**src/rtl/data_ram_rd_ctrl.sv**
```systemverilog
// data_ram_rd_ctrl: convolution-window read sequencer for data_ram.
// Build option RD_CTRL_PERF_EN adds a RUN-cycle stall counter.
module data_ram_rd_ctrl #(
    parameter int RAM_NUM  = 32,
    parameter int RAM_SIZE = 32,
    parameter int ADDR_DW  = 5,
    parameter int ROWS     = 8
) (
    input  logic               clk,
    input  logic               rst_n,
    input  logic               start,
    input  logic [3:0]         cfg_kernel_dim,
    input  logic [1:0]         cfg_stride,
    input  logic [ADDR_DW-1:0] cfg_out_w,
    input  logic [3:0]         cfg_folds,
    input  logic               mem_sig,
    input  logic               stall,
    output logic [7:0]         addr_r_x,
    output logic [3:0]         addr_r_y,
    output logic [ADDR_DW-1:0] ram_select_r_x,
    output logic [ADDR_DW-1:0] ram_select_r_y,
    output logic [1:0]         STRIDE,
    output logic [3:0]         KERNEL_DIM,
    output logic               data_out_valid,
    output logic               dout_valid,
    output logic               dout_last,
    output logic               busy,
    output logic               done,
    output logic               cfg_err,
    output logic [15:0]        perf_stall_cnt
);

    if (RAM_NUM > (1 << ADDR_DW)) begin : g_bank_chk
        $error("RAM_NUM exceeds the bank select range");
    end

    typedef enum logic [2:0] {
        IDLE,
        WAIT_INIT,
        RUN,
        DRAIN,
        DONE
    } state_t;

    state_t state_q, state_d;

    // latched configuration
    logic [3:0]         k_q, k_d;
    logic [1:0]         s_q, s_d;
    logic [ADDR_DW-1:0] ow_q, ow_d;
    logic [3:0]         nf_q, nf_d;

    // schedule counters
    logic [3:0]         kx_q, kx_d;
    logic [3:0]         ky_q, ky_d;
    logic [ADDR_DW-1:0] pos_q, pos_d;
    logic [3:0]         fold_q, fold_d;

    // registered read controls
    logic [7:0]         ax_q, ax_d;
    logic [3:0]         ay_q, ay_d;
    logic [ADDR_DW-1:0] rsx_q, rsx_d;
    logic [ADDR_DW-1:0] rsy_q, rsy_d;
    logic               dov_q, dov_d;
    logic               last_q, last_d;
    logic               dv_q, dv_d;
    logic               dl_q, dl_d;
    logic               done_q, done_d;
    logic               err_q, err_d;

    logic [31:0]        cfg_need;
    logic               cfg_bad;
    logic               accept;
    logic               kx_last, ky_last, pos_last, fold_last;
    logic [ADDR_DW-1:0] rsx_w, rsy_w;

    // window must fit in the bank depth: (out_w-1)*S + K <= RAM_SIZE
    assign cfg_need = (32'(cfg_out_w) - 32'd1) * 32'(cfg_stride)
                    + 32'(cfg_kernel_dim);
    assign cfg_bad  = (cfg_stride == 2'd0)
                   || (cfg_kernel_dim == 4'd0)
                   || (cfg_out_w == '0)
                   || (cfg_folds == 4'd0)
                   || (cfg_need > 32'(RAM_SIZE));
    assign accept   = (state_q == IDLE) && start && !cfg_bad;

    assign kx_last   = (kx_q == k_q - 4'd1);
    assign ky_last   = (ky_q == k_q - 4'd1);
    assign pos_last  = (pos_q == ow_q - ADDR_DW'(1));
    assign fold_last = (fold_q == nf_q - 4'd1);

    // base addresses wrap to the select width
    assign rsx_w = ADDR_DW'(32'(fold_q) * 32'(ROWS) * 32'(s_q));
    assign rsy_w = ADDR_DW'(32'(pos_q) * 32'(s_q));

    // state register
    always_ff @(posedge clk or negedge rst_n) begin
        if (!rst_n) begin
            state_q <= IDLE;
        end else begin
            state_q <= state_d;
        end
    end

    // next state, schedule advance and read-control next values
    always_comb begin
        state_d = state_q;
        k_d     = k_q;
        s_d     = s_q;
        ow_d    = ow_q;
        nf_d    = nf_q;
        kx_d    = kx_q;
        ky_d    = ky_q;
        pos_d   = pos_q;
        fold_d  = fold_q;
        ax_d    = ax_q;
        ay_d    = ay_q;
        rsx_d   = rsx_q;
        rsy_d   = rsy_q;
        dov_d   = 1'b0;
        last_d  = 1'b0;
        dv_d    = dov_q;
        dl_d    = dov_q & last_q;
        done_d  = 1'b0;
        err_d   = 1'b0;
        unique case (state_q)
            IDLE: begin
                if (start && cfg_bad) begin
                    err_d = 1'b1;
                end else if (start) begin
                    k_d     = cfg_kernel_dim;
                    s_d     = cfg_stride;
                    ow_d    = cfg_out_w;
                    nf_d    = cfg_folds;
                    kx_d    = '0;
                    ky_d    = '0;
                    pos_d   = '0;
                    fold_d  = '0;
                    ax_d    = '0;
                    ay_d    = '0;
                    rsx_d   = '0;
                    rsy_d   = '0;
                    state_d = WAIT_INIT;
                end
            end
            WAIT_INIT: begin
                if (mem_sig) begin
                    state_d = RUN;
                end
            end
            RUN: begin
                if (!stall) begin
                    dov_d  = 1'b1;
                    last_d = kx_last && ky_last;
                    ax_d   = {4'd0, kx_q};
                    ay_d   = ky_q;
                    rsx_d  = rsx_w;
                    rsy_d  = rsy_w;
                    if (kx_last) begin
                        kx_d = '0;
                        if (ky_last) begin
                            ky_d = '0;
                            if (pos_last) begin
                                pos_d = '0;
                                if (fold_last) begin
                                    fold_d  = '0;
                                    state_d = DRAIN;
                                end else begin
                                    fold_d = fold_q + 4'd1;
                                end
                            end else begin
                                pos_d = pos_q + ADDR_DW'(1);
                            end
                        end else begin
                            ky_d = ky_q + 4'd1;
                        end
                    end else begin
                        kx_d = kx_q + 4'd1;
                    end
                end
            end
            DRAIN: begin
                ax_d    = '0;
                ay_d    = '0;
                rsx_d   = '0;
                rsy_d   = '0;
                state_d = DONE;
            end
            DONE: begin
                done_d  = 1'b1;
                state_d = IDLE;
            end
            default: begin
                state_d = IDLE;
            end
        endcase
    end

    // configuration, counters and registered outputs
    always_ff @(posedge clk or negedge rst_n) begin
        if (!rst_n) begin
            k_q    <= '0;
            s_q    <= '0;
            ow_q   <= '0;
            nf_q   <= '0;
            kx_q   <= '0;
            ky_q   <= '0;
            pos_q  <= '0;
            fold_q <= '0;
            ax_q   <= '0;
            ay_q   <= '0;
            rsx_q  <= '0;
            rsy_q  <= '0;
            dov_q  <= 1'b0;
            last_q <= 1'b0;
            dv_q   <= 1'b0;
            dl_q   <= 1'b0;
            done_q <= 1'b0;
            err_q  <= 1'b0;
        end else begin
            k_q    <= k_d;
            s_q    <= s_d;
            ow_q   <= ow_d;
            nf_q   <= nf_d;
            kx_q   <= kx_d;
            ky_q   <= ky_d;
            pos_q  <= pos_d;
            fold_q <= fold_d;
            ax_q   <= ax_d;
            ay_q   <= ay_d;
            rsx_q  <= rsx_d;
            rsy_q  <= rsy_d;
            dov_q  <= dov_d;
            last_q <= last_d;
            dv_q   <= dv_d;
            dl_q   <= dl_d;
            done_q <= done_d;
            err_q  <= err_d;
        end
    end

`ifdef RD_CTRL_PERF_EN
    logic [15:0] perf_q, perf_d;

    // saturating count of stalled RUN cycles, cleared per job
    always_comb begin
        perf_d = perf_q;
        if (accept) begin
            perf_d = '0;
        end else if ((state_q == RUN) && stall && (perf_q != 16'hFFFF)) begin
            perf_d = perf_q + 16'd1;
        end
    end

    // stall counter register
    always_ff @(posedge clk or negedge rst_n) begin
        if (!rst_n) begin
            perf_q <= '0;
        end else begin
            perf_q <= perf_d;
        end
    end

    assign perf_stall_cnt = perf_q;
`else
    logic unused_accept;
    assign unused_accept  = accept;
    assign perf_stall_cnt = 16'h0000;
`endif

    assign addr_r_x       = ax_q;
    assign addr_r_y       = ay_q;
    assign ram_select_r_x = rsx_q;
    assign ram_select_r_y = rsy_q;
    assign STRIDE         = s_q;
    assign KERNEL_DIM     = k_q;
    assign data_out_valid = dov_q;
    assign dout_valid     = dv_q;
    assign dout_last      = dl_q;
    assign busy           = (state_q != IDLE);
    assign done           = done_q;
    assign cfg_err        = err_q;

endmodule

```
**config.mk**
```make
export PLATFORM = sky130hd
export DESIGN_NAME = data_ram_rd_ctrl
export DESIGN_NICKNAME = d
export VERILOG_FILES = /design/src/rtl/data_ram_rd_ctrl.sv
export SDC_FILE = /design/constraint.sdc
export NUM_CORES = 1
export LEC_CHECK = 0
export BUFFER_PORTS_ARGS = -buffer_cell sky130_fd_sc_hd__buf_4
export CORE_ASPECT_RATIO = 0.75
export CORE_UTILIZATION = 35
export DETAILED_ROUTE_END_ITERATION = 8
export GPL_ROUTABILITY_DRIVEN = 0
export MAX_ROUTING_LAYER = met4
export PLACE_DENSITY = 0.66
export SLEW_MARGIN = 10
export SYNTH_ARGS = -nofsm -noshare
export SYNTH_HDL_FRONTEND = slang
export SYNTH_SLANG_ARGS = --single-unit
```
**constraint.sdc**
```tcl
create_clock -name clk -period 7.05 [get_ports clk]
set_input_delay 1.41 -clock clk [delete_from_list [all_inputs] [get_ports clk]]
set_output_delay 1.41 -clock clk [all_outputs]
set_load 0.03 [all_outputs]
```
# Yosys cells after proc, flatten, opt, wreduce, memory -nomap -nowiden
# Cells that the tools add are included.
word_totals:
  ff_bits: 63
  word_cells: 119
op_classes:
  n_addsub: 9
  n_mul: 3
  order_cmp: 1
  n_eq_ne: 16
  mux: 48
  n_bitwise: 2
  reduce_logical: 21
ops:
  columns: ["op", "count"]
  rows:
  - ["$mux 4", 13]
  - ["$mux 5", 8]
  - ["$gt 32x6->1 const B", 1]
  - ["$pmux 5 s3", 2]
  - ["$mux 3", 8]
  - ["$mux 8", 3]
  - ["$pmux 4 s2", 3]
  - ["$pmux 8 s3", 1]
  - ["$ne 2x2->1 const B", 8]
  - ["$add 4x1->4 const B", 3]
  - ["$eq 4x4->1", 3]
  - ["$pmux 3 s4", 1]
  - ["$pmux 4 s3", 1]
  - ["$add 9x5->10", 1]
  - ["$pmux 5 s2", 1]
  - ["$mul 6x3->9", 1]
  - ["$logic_not 4->1", 2]
  - ["$reduce_and 4->1", 2]
  - ["$reduce_and 8->1", 1]
  - ["$sub 4x1->4 const B", 2]
  - ["$mux 1", 7]
  - ["$reduce_and 7->1", 1]
  - ["$eq 3x2->1 const B", 2]
  - ["$reduce_and 6->1", 1]
  - ["other kinds (19)", 24]

# Depth between registers and ports, before layout
# Gate-level depths: netlist of the first run.
depth:
  depth_word: 8
  mapped_depth: 18
  mapped_depth_nobuf: 16

# Worst setup path after synthesis of the first run
# No wires, ideal clock.
synth_path:
  path_kind: "input port to flip-flop"
  startpoint: "in cfg_out_w[0]"
  endpoint: "reg ax_q[0], in the netlist addr_r_x[0]"
  setup_time_ps: 121
  arrival_time_ps: 5118
  required_ps: 6929
  slack_ps: 1811
  stages: 15
  path_buffers: 1
  cell_sequence: "inv_1 > ha_1 > xor2_1 > and2_1 > ha_1 > fa_1 > fa_1 > a211oi_1 > o21ai_0 > o2111a_1 > a2111oi_4 > a41oi_1 > a311o_1 > buf_2 > a22o_1"
synth_between:
  elab_chain_len: 8
  word_cells_on_any_way: 11
  cone_classes: "add/sub: 2; mul: 1; order compare: 1; eq/ne: 1; reduce/logical: 6"
synth_lines:
  columns: ["item", "line_no", "source"]
  rows:
  - ["from (decl)", "14", "input logic [ADDR_DW-1:0] cfg_out_w,"]
  - ["$sub 5x1->6", "78", "assign cfg_need = (32'(cfg_out_w) - 32'd1) * 32'(cfg_stride)"]
  - ["$mul 6x3->9", "78", null]
  - ["$add 9x5->10", "79", "+ 32'(cfg_kernel_dim);"]
  - ["$gt 32x6->1", "84", "|| (cfg_need > 32'(RAM_SIZE));"]
  - ["$logic_or 1x1->1 (*)", "84", null]
  - ["$logic_and 1x1->1 (*)", "128", "if (start && cfg_bad) begin"]
  - ["$ne 2x2->1 (no source line) (*)", null, null]
  - ["$reduce_and 4->1 (no source line) (*)", null, null]
  - ["to (signal assigned)", "210", "ax_q <= '0;"]
  - ["to (signal assigned)", "229", "ax_q <= ax_d;"]
  - ["to (decl)", "60", "logic [7:0] ax_q, ax_d;"]
# Every way passes the cells marked *; elsewhere a longest branch is shown, timed or not.
# A chain may end at the register's enable or synchronous reset.

# Final worst setup path of the first run
layout_path:
  startpoint: "in cfg_out_w[0]"
  endpoint: "reg rsx_q[4], in the netlist ram_select_r_x[4]"
layout_between:
  elab_chain_len: 8
  word_cells_on_any_way: 11
  cone_classes: "add/sub: 2; mul: 1; order compare: 1; eq/ne: 1; reduce/logical: 6"
layout_lines:
  columns: ["item", "line_no", "source"]
  rows:
  - ["$sub 5x1->6", "78", null]
  - ["$mul 6x3->9", "78", null]
  - ["$add 9x5->10", "79", null]
  - ["$gt 32x6->1", "84", null]
  - ["$logic_or 1x1->1 (*)", "84", null]
  - ["$logic_and 1x1->1 (*)", "128", null]
  - ["$ne 2x2->1 (no source line) (*)", null, null]
  - ["$reduce_and 4->1 (no source line) (*)", null, null]
  - ["to (signal assigned)", "231", "rsx_q <= rsx_d;"]
  - ["to (decl)", "62", "logic [ADDR_DW-1:0] rsx_q, rsx_d;"]
# Marked as above.

==> results.toml, run 1 <==
[status]
status = "completed"

[sta]
relSlewSlack = 0.3894
max_freq_mhz = 180.3
maxSlewViolCount = 0
setup_slack_ps = 1504
worst_slew_pin_slew_ps = 911.6
rsz0062_at_grt = "false"
setup_viol = 0
skew_ps = 7.333
finalHoldViolCount = 0
min_period_ps = 5546
timing.setup.tns_ps = 0
min_period_over_period = 0.7867

[pwr]
leakagePower_nw = 2.174
power.density_nw_per_um2 = 399.7
ir_worst_vdd_mv = 0.2512

[floorplanning]
die_y_um = 93.33
chipWidth_um = 123.8
dieArea_um2 = 11550
io_pins = 70
core_um2 = 10530
num_rows = 32
start_util = 0.3697

[worst_setup_path]
critPathBufInv = 2
cp.arrival_ps = 5730
ff2ff_setup_slack_ps = 3750
r2r_start = "KERNEL_DIM[0]"
cp-end-kind = "flip-flop"
cp.required_ps = 7230
crit_slowest_cell = "a311o_1"
worstPathCellList = "buf_4 > inv_1 > ha_1 > xor2_1 > and2_1 > ha_1 > fa_1 > fa_1 > a211oi_1 > o21ai_0 > o2111a_1 > a2111oi_4 > a41oi_1 > a311o_1 > a22o_1"
critical-path-top-delay-family = "compound AO/OA/AOI/OAI gates"
cp_max_fo = 15
reg2reg_depth = 9
max_stage_delay_ps = 580
critPathKind = "in -> reg"
worst_setup_path_start_kind = "primary input"
r2r-end = "pos_q[1]"

[global_routing]
gr-usage-all-layers = 0.1709
grt_overflow_total = 0
grt_antenna_before_repair = 0
grt_pass1_wl_um = 14920
grt_pass1_vias = 3049
grt_max_degree = 57

[cells_and_area]
postLayoutCoreUtil = 0.4213
final_cell_mix = "dfrtp_1 (56), nand2_1 (52), buf_4 (49)"
fill_cells = 1039
multi_input_area_um2 = 2226
finalNonFillerCells = 611
diodes = 0
area.growth.synth_to_final_pct = 13.98
drive_gt1_frac = 0.1263
fin_area_um2 = 4437
layout.nets = 530
seq_area_um2 = 1401
layout_commonest_cell = "dfrtp_1"

[placement]
post-dp-hpwl_um = 6863
placed_cells = 603
pre_cts_slack_ps = 1217
placed_cell_area_um2 = 4289
port_buffers = 46

[yosys]
syn_area_um2 = 3892
synthMuxAreaShare = 0.01318
yosysWarningCount = 0
synth-compound-area-share = 0.1639
synth_top_area_cell = "dfrtp_1"
synthCells = 432
synth-simple-area-share = 0.1774
ys_seq_area_frac = 0.3600
synthAdderAreaFrac = 0.1254
synth-edff-count = 0
synthFlopType = "dfrtp_1"
synth_top_cell_area_share = 0.3600
syn_area_per_cell_um2 = 9.010
ys_seq_elements = 56
async_flop_share = 1.000
yosys.area_share.xor_xnor = 0.06975
synth_top_family_by_area = "simple AND/OR/NAND/NOR gates"
yosysUniqueCellTypes = 51
synth_area_leaders = "dfrtp_1 (36%), ha_1 (10%), nand2_1 (5.0%)"

[clock_network]
postCtsHoldBufs = 0
path_clk_slew_ps = 70
cts.repair.resized = 0
cts_tree = "yes"
cts_setup_buffers = 0
root_buffer = "clkbuf_16"
cts_buffer_depth = 2
numCtsBuffers = 5
insertion_delay_ps = 300
clock-sinks = 56
htreeDepth = 2

[detailed_routing]
route.detailed.wl_per_inst_um = 14.73
drt_iter0_drc = 186
routed_wl_um = 8999
drc_errors = 0
dr.pass1.iters = 4
antenna_left = 0
vias = 3141
via_per_inst = 5.141

[hold_path]
hold_path_depth = 0
hold_path_end = "dout_valid"
holdCritStartpoint = "data_out_valid"
hold_class = "reg -> reg"

[job]
cap_violations = 0
## flip-flops by register name (all words and copies together), names as in the netlist, 3 cells and up
| name | count |
|---|---|
| pos_q | 5 |
| KERNEL_DIM | 4 |
| state_q | 3 |
| fold_q | 4 |
| ky_q | 4 |
| ram_select_r_y | 5 |
| kx_q | 4 |
| ow_q | 5 |
| addr_r_x | 4 |
| addr_r_y | 4 |
| nf_q | 4 |
## worst max-delay path by stage
stage                       from                 to  slack [ps]  depth (start not counted)
floorplan           cfg_out_w[0]        addr_r_x[0]        1810                         15
global placement    cfg_out_w[0]  ram_select_r_x[4]        1380                         15
detailed placement  cfg_out_w[0]  ram_select_r_x[4]        1220                         15
CTS                 cfg_out_w[0]  ram_select_r_x[4]        1530                         15
global route        cfg_out_w[0]  ram_select_r_y[4]        1230                         15
finish              cfg_out_w[0]  ram_select_r_x[4]        1500                         15
## worst reg2reg max path, cell delays in order (launching register included)
cell	delay, ps
dfrtp_1	470
inv_1	90
ha_1	220
xor2_1	290
xor2_1	110
nor4_1	790
buf_4	260
nand2_1	290
a21oi_1	320
mux2_2	360
## per-stage QoR
| stage | hold WS, ps | total power [mW] |
|---|---|---|
| after floorplan | 427.7 | 1.251 |
| after global placement | 380.2 | 1.491 |
| after detailed placement | 394.4 | 1.522 |
| after CTS | 411.7 | 1.784 |
| after global routing | 436.0 | 1.918 |
| final | 413.9 | 1.773 |
## cell type report
cell class | instances | share of cell area
Multi-Input combinational cell | 329 | 0.5017
Sequential cell | 56 | 0.3158
Timing Repair Buffer | 49 | 0.08291
Tap cell | 136 | 0.03835
Clock buffer | 5 | 0.02820
Inverter | 33 | 0.02792
Clock inverter | 3 | 0.005076
## Yosys cell counts (all sizes together), types with 3 or more instances
master	instances
ha	31
inv	33
o22ai	5
a21o	3
nor2b	12
xnor2	21
buf	25
nor4	4
nand3	11
nor3	7
nor3b	5
a221oi	3
a22o	12
and2	10
nand2	52
fa	5
xor2	10
clkbuf	11
nor2	24
a31oi	7
or3	3
o21ai	30
dfrtp	56
a21oi	9
a211oi	6
mux2i	4
nand2b	4
## cells by family (layout without fill, tap and decap cells)
logic type / Yosys count / after routing
AOI/OAI and AO/OA: 92 / 92
adders and majority gates: 36 / 36
DFF: 56 / 56
other: 1 / 23
muxes: 5 / 5
buffers and inverters: 69 / 90
xor gates and xnor gates: 31 / 31
and+or+nand+nor: 142 / 142
## where the power goes
group | total [mW] | switching [mW] | internal (mW) | leakage (nW)
Sequential | 0.593 | 0.151 | 0.442 | 0.709
Combinational | 0.926 | 0.545 | 0.381 | 1.39
Clock | 0.255 | 0.122 | 0.133 | 0.0742
Total | 1.77 | 0.817 | 0.956 | 2.17
## metal layers
metal	global-route usage	vias up	part of all wire
met3	0.02866	11	0.047
met4	0.04418	0	0.011
met5	-	-	0
met2	0.2532	94	0.44
met1	0.2408	1499	0.50
li1	-	1537	-
(Power assumes the default switching activity.)
==> inputs of run 2 (changes only) <==
==> constraint.sdc (replaced) <==
create_clock -name clk -period 5.72 [get_ports clk]
set_input_delay 1.144 -clock clk [delete_from_list [all_inputs] [get_ports clk]]
set_output_delay 1.144 -clock clk [all_outputs]
set_load 0.03 [all_outputs]
==> run 2 against run 1 <==
Against the previous run: combinational power increased by 23%; non-clock buffer count up 2; critical path type unchanged; critical endpoint is now ram_select_r_y[4]; count of clock-buffer cells in the layout unchanged; worst setup slack got worse by 1100 ps.
==> results.toml, run 2 (same netlist as run 1, synthesis figures left out) <==
[status]
status = "completed"

[pwr]
p_seq_frac = 0.335
swShare = 0.4599
pwr-share-clk = 0.143
combPwrFrac = 0.522
ir_worst_vdd_mv = 0.3774
leakagePower_nw = 2.180
p_switching_mw = 1.008
p_int_mw = 1.183
power.density_nw_per_um2 = 492.3

[worst_setup_path]
cp.arrival_ps = 5520
endpoint = "ram_select_r_y[4]"
startpoint = "cfg_out_w[0]"
ff2ff_setup_slack_ps = 2850
cp_max_fo = 15
reg2reg_depth = 8
r2r_start = "ow_q[0]"
critPathKind = "in -> reg"
r2r-end = "fold_q[1]"
critical-path-top-delay-family = "compound AO/OA/AOI/OAI gates"
crit_slowest_cell = "a311o_1"
worst_setup_path_start_kind = "primary input"
crit_cells = 15
cp-end-kind = "flip-flop"
worstPathCellList = "buf_4 > inv_1 > ha_1 > xor2_1 > and2_1 > ha_1 > fa_1 > fa_1 > a211oi_1 > o21ai_0 > o2111a_1 > a2111oi_4 > a41oi_1 > a311o_1 > a22o_1"
max_stage_delay_ps = 580
cp.required_ps = 5910
critPathBufInv = 2

[clock_network]
htreeDepth = 2
insertion_delay_ps = 300
numCtsBuffers = 5
clock-sinks = 56
path_clk_slew_ps = 70
cts_tree = "yes"
cts_setup_buffers = 0
root_buffer = "clkbuf_16"
cts_buffer_depth = 2
cts.repair.resized = 0
postCtsHoldBufs = 0

[detailed_routing]
drc_errors = 0
dr.pass1.iters = 4
via_per_inst = 5.124
route.detailed.wl_per_inst_um = 14.79
routed_wl_um = 9068
drt_iter0_drc = 191
antenna_left = 0
vias = 3141

[placement]
pre_cts_slack_ps = 91.32
post-dp-hpwl_um = 6897
placed_cells = 605
port_buffers = 46

[cells_and_area]
layout_commonest_cell = "dfrtp_1"
multi_input_area_um2 = 2226
postLayoutCoreUtil = 0.4226
final_cell_mix = "dfrtp_1 (56), nand2_1 (52), buf_4 (51)"
drive_gt1_frac = 0.1300
diodes = 0
finalNonFillerCells = 613
fill_cells = 1028
seq_area_um2 = 1401
layout.nets = 532
area.growth.synth_to_final_pct = 14.34

[floorplanning]
chipWidth_um = 123.8
num_rows = 32
die_y_um = 93.33
start_util = 0.3697
io_pins = 70
core_um2 = 10530
dieArea_um2 = 11550

[sta]
min_period_ps = 5334
worst_slew_pin_slew_ps = 874.6
skew_ps = 10.85
min_period_over_period = 0.9325
setup_slack_ps = 386.4
whs_ps = 395.5
relSlewSlack = 0.4142
setup_viol = 0
timing.setup.tns_ps = 0
maxSlewViolCount = 0
max_freq_mhz = 187.5
finalHoldViolCount = 0
rsz0062_at_grt = "false"

[global_routing]
grt_pass1_wl_um = 15220
grt_overflow_total = 0
gr-usage-all-layers = 0.1746
grt_max_degree = 57
grt_pass1_vias = 3047
grt_antenna_before_repair = 0

[hold_path]
hold_class = "reg -> reg"
hold_path_depth = 0

[job]
cap_violations = 0
## run 2: cell count changes in the layout (fill, tap and decap cells not counted)
cell and delta:
clkinv_4 -1, clkinvlp_4 +1, buf_4 +2
## run 2: metrics by stage
step	instance area, um^2	power [mW]
2_1_floorplan	3975	1.542
4_1_cts	4451	2.204
3_3_place_gp	4304	1.845
3_5_place_dp	4304	1.881
6_report	4451	2.191
5_1_grt	4451	2.372
## run 2: metal layers
layer | wire length [um] | track usage | vias to the layer above
li1 | - | - | 1540
met1 | 4522 | 0.2557 | 1505
met2 | 3993 | 0.2542 | 89
met3 | 475 | 0.02561 | 7
met4 | 76 | 0.03614 | 0
met5 | 0 | - | -
## run 2: cell type report
| type | count | area share |
|---|---|---|
| clock inverter | 3 | 0.004779 |
| clock buffer | 5 | 0.02811 |
| timing repair buffer | 51 | 0.08603 |
| tap | 136 | 0.03823 |
| multi-input combinational | 329 | 0.5001 |
| inverter | 33 | 0.02783 |
| sequential | 56 | 0.3149 |
## run 2: worst min path at each step
| stage | start | slack, ps | to |
|---|---|---|---|
| after floorplan | last_q | 430 | dout_last |
| after global placement | data_out_valid | 380 | dout_valid |
| after detailed placement | data_out_valid | 380 | dout_valid |
| after CTS | data_out_valid | 400 | dout_valid |
| after global routing | data_out_valid | 420 | dout_valid |
| final | data_out_valid | 400 | dout_valid |
## run 2: power groups by stage
stage / registers [mW] / clock network [mW] / logic [mW]
6_report: 0.733 / 0.313 / 1.14
5_1_grt: 0.760 / 0.334 / 1.28
4_1_cts: 0.733 / 0.319 / 1.15
3_5_place_dp: 0.739 / 0 / 1.14
3_3_place_gp: 0.738 / 0 / 1.11
2_1_floorplan: 0.798 / 0 / 0.744
